==> src/rtl/bf16_mul_arbiter.sv <==
// Round-robin sharing of one BF16 multiplier; result at rsp 1+MUL_LAT cycles after issue.
// Backpressure: issue is credit-gated by in-flight plus queued results, so rsp_ready stalls never drop data.
module bf16_mul_arbiter #(
  parameter int NUM_REQ    = 4,
  parameter int MUL_LAT    = 1,
  parameter int FIFO_DEPTH = 4,
  parameter int ID_W       = 2
) (
  input  logic                  clk,
  input  logic                  rst_n,
  input  logic [NUM_REQ-1:0]    req_valid,
  input  logic [16*NUM_REQ-1:0] req_a,
  input  logic [16*NUM_REQ-1:0] req_b,
  output logic [NUM_REQ-1:0]    req_ready,
  output logic [15:0]           mul_a,
  output logic [15:0]           mul_b,
  output logic                  mul_in_valid,
  input  logic [15:0]           mul_o,
  output logic                  rsp_valid,
  output logic [ID_W-1:0]       rsp_id,
  output logic [15:0]           rsp_data,
  input  logic                  rsp_ready,
  output logic                  busy
);

  localparam int CW = $clog2(FIFO_DEPTH + MUL_LAT + 1);
  localparam int PW = (FIFO_DEPTH > 1) ? $clog2(FIFO_DEPTH) : 1;

  logic [ID_W-1:0]    ptr;
  logic [ID_W-1:0]    gnt_id;
  logic [ID_W-1:0]    scan_id;
  logic [NUM_REQ-1:0] grant;
  logic               found;
  logic               issue_ok;
  int                 scan;
  logic [CW-1:0]      inflight_cnt;
  logic [CW-1:0]      fifo_cnt;
  logic [MUL_LAT-1:0] pipe_vld;
  logic [ID_W-1:0]    pipe_id [MUL_LAT];
  logic [ID_W-1:0]    mem_id  [FIFO_DEPTH];
  logic [15:0]        mem_dat [FIFO_DEPTH];
  logic [PW-1:0]      rd_ptr;
  logic [PW-1:0]      wr_ptr;
  logic               push;
  logic               pop;

  function automatic logic [PW-1:0] ptr_inc(input logic [PW-1:0] p);
    return (p == PW'(FIFO_DEPTH - 1)) ? '0 : p + 1'b1;
  endfunction

  always_comb begin
    inflight_cnt = '0;
    for (int k = 0; k < MUL_LAT; k++) begin
      inflight_cnt = inflight_cnt + CW'(pipe_vld[k]);
    end
  end

  // Credit uses registered counts only, so a pop frees a slot one cycle later.
  assign issue_ok = (inflight_cnt + fifo_cnt) < CW'(FIFO_DEPTH);

  always_comb begin
    grant   = '0;
    gnt_id  = '0;
    found   = 1'b0;
    scan    = 0;
    scan_id = '0;
    for (int k = 0; k < NUM_REQ; k++) begin
      scan = int'(ptr) + k;
      if (scan >= NUM_REQ) scan = scan - NUM_REQ;
      scan_id = scan[ID_W-1:0];
      if (issue_ok && !found && req_valid[scan_id]) begin
        found         = 1'b1;
        grant[scan_id] = 1'b1;
        gnt_id        = scan_id;
      end
    end
  end

  // Gating with rst_n keeps every output low while reset is asserted.
  assign req_ready    = grant & {NUM_REQ{rst_n}};
  assign mul_in_valid = |req_ready;

  always_comb begin
    mul_a = '0;
    mul_b = '0;
    for (int k = 0; k < NUM_REQ; k++) begin
      if (req_ready[k]) begin
        mul_a = req_a[16*k +: 16];
        mul_b = req_b[16*k +: 16];
      end
    end
  end

  always_ff @(posedge clk or negedge rst_n) begin
    if (!rst_n) begin
      ptr <= '0;
    end else if (mul_in_valid) begin
      ptr <= (gnt_id == ID_W'(NUM_REQ - 1)) ? '0 : gnt_id + 1'b1;
    end
  end

  always_ff @(posedge clk or negedge rst_n) begin
    if (!rst_n) begin
      pipe_vld <= '0;
      for (int k = 0; k < MUL_LAT; k++) pipe_id[k] <= '0;
    end else begin
      pipe_vld[0] <= mul_in_valid;
      pipe_id[0]  <= gnt_id;
      for (int k = 1; k < MUL_LAT; k++) begin
        pipe_vld[k] <= pipe_vld[k-1];
        pipe_id[k]  <= pipe_id[k-1];
      end
    end
  end

  assign push      = pipe_vld[MUL_LAT-1];
  assign rsp_valid = (fifo_cnt != '0);
  assign pop       = rsp_valid & rsp_ready;

  always_ff @(posedge clk or negedge rst_n) begin
    if (!rst_n) begin
      rd_ptr   <= '0;
      wr_ptr   <= '0;
      fifo_cnt <= '0;
    end else begin
      if (push) wr_ptr <= ptr_inc(wr_ptr);
      if (pop)  rd_ptr <= ptr_inc(rd_ptr);
      if (push && !pop)      fifo_cnt <= fifo_cnt + 1'b1;
      else if (!push && pop) fifo_cnt <= fifo_cnt - 1'b1;
    end
  end

  always_ff @(posedge clk) begin
    if (push) begin
      mem_id[wr_ptr]  <= pipe_id[MUL_LAT-1];
      mem_dat[wr_ptr] <= mul_o;
    end
  end

  assign rsp_id   = rsp_valid ? mem_id[rd_ptr]  : '0;
  assign rsp_data = rsp_valid ? mem_dat[rd_ptr] : '0;
  assign busy     = (inflight_cnt != '0) | (fifo_cnt != '0);

  no_overflow: assert property (@(posedge clk) disable iff (!rst_n)
    !(push && !pop && fifo_cnt == CW'(FIFO_DEPTH)));

endmodule

==> config.mk <==
export PLATFORM = sky130hd
export DESIGN_NAME = bf16_mul_arbiter
export DESIGN_NICKNAME = d
export VERILOG_FILES = /design/src/rtl/bf16_mul_arbiter.sv
export SDC_FILE = /design/constraint.sdc
export NUM_CORES = 1
export LEC_CHECK = 0
export CORE_MARGIN = 3
export CORE_UTILIZATION = 47
export DETAILED_ROUTE_END_ITERATION = 8
export PLACE_DENSITY = 0.95
export SETUP_SLACK_MARGIN = 0.02
export SLEW_MARGIN = 20
export SYNTH_ARGS = -nofsm -noshare
export SYNTH_HDL_FRONTEND = slang
export SYNTH_SLANG_ARGS = --single-unit
==> constraint.sdc <==
create_clock -name clk -period 5.43 [get_ports clk]
set_input_delay 0.543 -clock clk [delete_from_list [all_inputs] [get_ports clk]]
set_output_delay 0.543 -clock clk [all_outputs]
set_load 0.05 [all_outputs]
==> results of run 1 <==
[layout make-up]
cell class	instances	area [sq um]
fill	680	2940
sequential	84	2460
multi-input combinational	256	2430
timing repair buffer	217	2170
tap	136	170
clock buffer	9	124
clock inverter	7	98.8
inverter	7	26.3
[critical path, cell delays in order (launching register included)]
cell and delay, ns:
dfrtp_1 0.54, inv_1 0.20, ha_1 0.47, mux4_2 0.44
nor2_2 0.20, and4_4 0.29, a221o_2 0.63, buf_12 0.24
a221oi_2 0.08, o31ai_2 0.27, clkdlybuf4s50_1 0.84
[cell usage after synthesis, types with 6 or more instances]
cell type	count
nor2_1	39
ha_1	14
nand2_1	40
edfxtp_1	72
inv_1	6
a21oi_1	6
and2_1	23
dfrtp_1	12
o31ai_2	30
buf_2	12
mux4_2	22
clkbuf_1	10
a221oi_2	31
[cells by family (layout without fill, tap and decap cells)]
logic type / Yosys count / after routing / synth area share (%)
AO/OA/AOI/OAI: 85 / 85 / 20.0
XOR/XNOR: 6 / 6 / 1.04
adder cells (fa/ha/maj): 15 / 15 / 3.85
buffers and inverters: 36 / 240 / 3.73
flip-flops: 84 / 84 / 48.6
multiplexers: 26 / 26 / 10.6
AND/OR/NAND/NOR: 124 / 124 / 12.1
[final timing paths]
check	slack, ns	startpoint	to
min in group clk	0.50	pipe_id[1]	mem_id[3][1]
hold reg to reg	0.50	pipe_id[1]	mem_id[3][1]
setup reg to reg	1.71	ptr[1]	flop
setup / recovery	0.31	ptr[1]	mul_a[0]
max in group asynchronous	4.51	rst_n	fifo_cnt[2]
hold / removal	0.47	rst_n	async pin
[sequential cells by signal, summed over array words and instances (netlist names), named ones only]
register and cells:
mem_id 8, ptr 1, pipe_id 2, wr_ptr 2, mem_dat 64, rd_ptr 2
pipe_vld 1, fifo_cnt 3
[per-stage QoR]
step	cells	setup slack [ns]	hold WS, ns	util (%)
after detailed placement	700	0.605	0.487	69.6
after global placement	700	0.765	0.461	69.6
final	716	0.312	0.469	71.8
after global routing	716	0.0271	0.486	71.8
after CTS	716	0.303	0.460	71.8
after floorplan	376	0.916	0.247	-
[power by group through the flow]
stage | Combinational [mW] | Sequential (mW) | Clock, mW
floorplan | 2.36 | 0.897 | 0
global placement | 3.22 | 0.938 | 0
detailed placement | 3.30 | 0.958 | 0
CTS | 3.32 | 0.944 | 0.491
global route | 3.48 | 0.960 | 0.515
finish | 3.31 | 0.942 | 0.485
[per-layer routing]
layer  vias to the layer above  GRT usage, %
li1                       1865             -
met1                      2013          31.0
met2                       196          41.9
met3                        35          5.81
met4                         0          7.75
met5                         -             0
==> metrics.md, run 1 <==
| Metric | Value |
|---|---|
| Ys flop type | edfxtp_1 |
| Ranking of synthesized cells by area | edfxtp_1, mux4_2, a221oi_2 |
| Total number of vias | 4,109 |
| Worst EP required | 4.89 ns |
| Number of vias per cell | 5.74 |
| Combinational Power Share | 69.9% |
| RSZ-0062 raised after global routing | false |
| Count of final hold-check violations | 0 |
| Setup crit end kind | primary output |
| Initial Util | 48.6% |
| VDD IR max | 0.512 mV |
| Synthesized area | 5060 sq um |
| HP Class | input port to async pin |
| WL final | 15,100 um |
| # port buffers | 207 |
| Top-area cell type share of the netlist area | 42.7% |
| Cell Area, Placed | 7250 sq um |
| First-pass GRT wire length | 22,400 um |
| Setup TNS | 0 ns |
| Number of global-route vias before repair | 4,164 |
| Final Max Tran Viols | 0 |
| Sequential share of the synthesized area | 48.6% |
| Met2 Wirelength | 8030 um |
| Async SR Flop Fraction | 14.3% |
| Initial antenna violation count | 0 |
| WL/cell | 21.1 um |
| Synth area leader | edfxtp_1 |
| PD cells | 634 nW/um^2 |
| Int Power | 2.37 mW |
| Worst-path fanout max | 22 |
| Row count | 37 |
| Wire length on met1 | 5690 um |
| Actual slew at the worst max-slew pin | 0.949 ns |
| Sink Count | 84 |
| Largest net degree at the start of global routing | 38 |
| Placer Congestion | 1.02 |
| Clock period minus worst slack | 5.12 ns |
| Layout cells sized above 1 | 21.7% |
| Cells after synthesis | 376 |
| Post-CTS resize count | 0 |
| Worst-case headroom to the max-slew limit | 36.7% |
| Diode count | 0 |
| Synth-to-layout area growth | 47.6% |
| Antenna-violating nets left | 0 |
| Max Freq | 0.195 GHz |
| Num CTS Buffers | 9 |
| Post-DP HPWL | 11,400 um |
| Commonest cells after routing, fill and taps aside | clkdlybuf4s50_1, edfxtp_1, nand2_1 |
| Met3 routed WL | 1060 um |
| Syn nets | 542 |
| Clk pwr share | 10.2% |
| Sw frac | 49.9% |
| Top routing layer in use | met4 |
| IO Pins | 208 |
| Leak | 2.61 nW |
| Total power | 4.74 mW |
| Die area | 12,100 sq um |
| Status | finished, final reports clean |
| GRT Overall Usage | 24.6% |
| CTS tree | yes |
| Clk slew on worst S/H paths | 0.09 ns |
| Net Switching | 2.36 mW |
| Worst setup SP type | flop |
| Synth warnings | 0 |
| Design area | 7480 sq um |
| Nets | 741 |
| Syn_area_per_cell | 13.5 sq um |
| Synth Register Bits | 84 |
| Hold Buf Count CTS | 0 |
| Total congestion overflow | 0 |
| H-tree levels | 3 |
| Drt drc | 0 |
| Sequential Power Share | 19.9% |
| Die width | 110 um |
| CTS root buffer | clkbuf_8 |
| Finish-stage setup viols | 0 |
| Number of max-cap violations | 0 |
| Pre-Repair DR Iteration Count | 5 |
| Worst-Skew Late Latency | 0.36 ns |
| Post-CTS Setup Bufs | 0 |
| Core area | 10,400 sq um |
| WP data arrival | 4.57 ns |
| Chip Height | 110 um |
| Most common cell after layout, fill and taps aside | clkdlybuf4s50_1 |
| EDFF count, synth | 72 |
| Clk buf depth | 2 |
| Kind of critical path | flop to primary output |
| Initial DRC Count | 333 |
| Worst clock skew | 0.0143 ns |
| Period utilization | 94.3% |
| Reg2reg path depth | 9 |
| Netlist cell types | 48 |
(Power assumes the default switching activity.)
==> run 2: changes to the inputs <==
CTS_CLUSTER_SIZE = 24   (was default)
==> results of run 2 <==
The final DEF is identical to that of run 1; final timing and power are the same.
==> run 3: changes to the inputs <==
ABC_CLOCK_PERIOD_IN_PS = 5430   (was default)
==> results of run 3 <==
The final DEF is identical to that of run 1; final timing and power are the same.
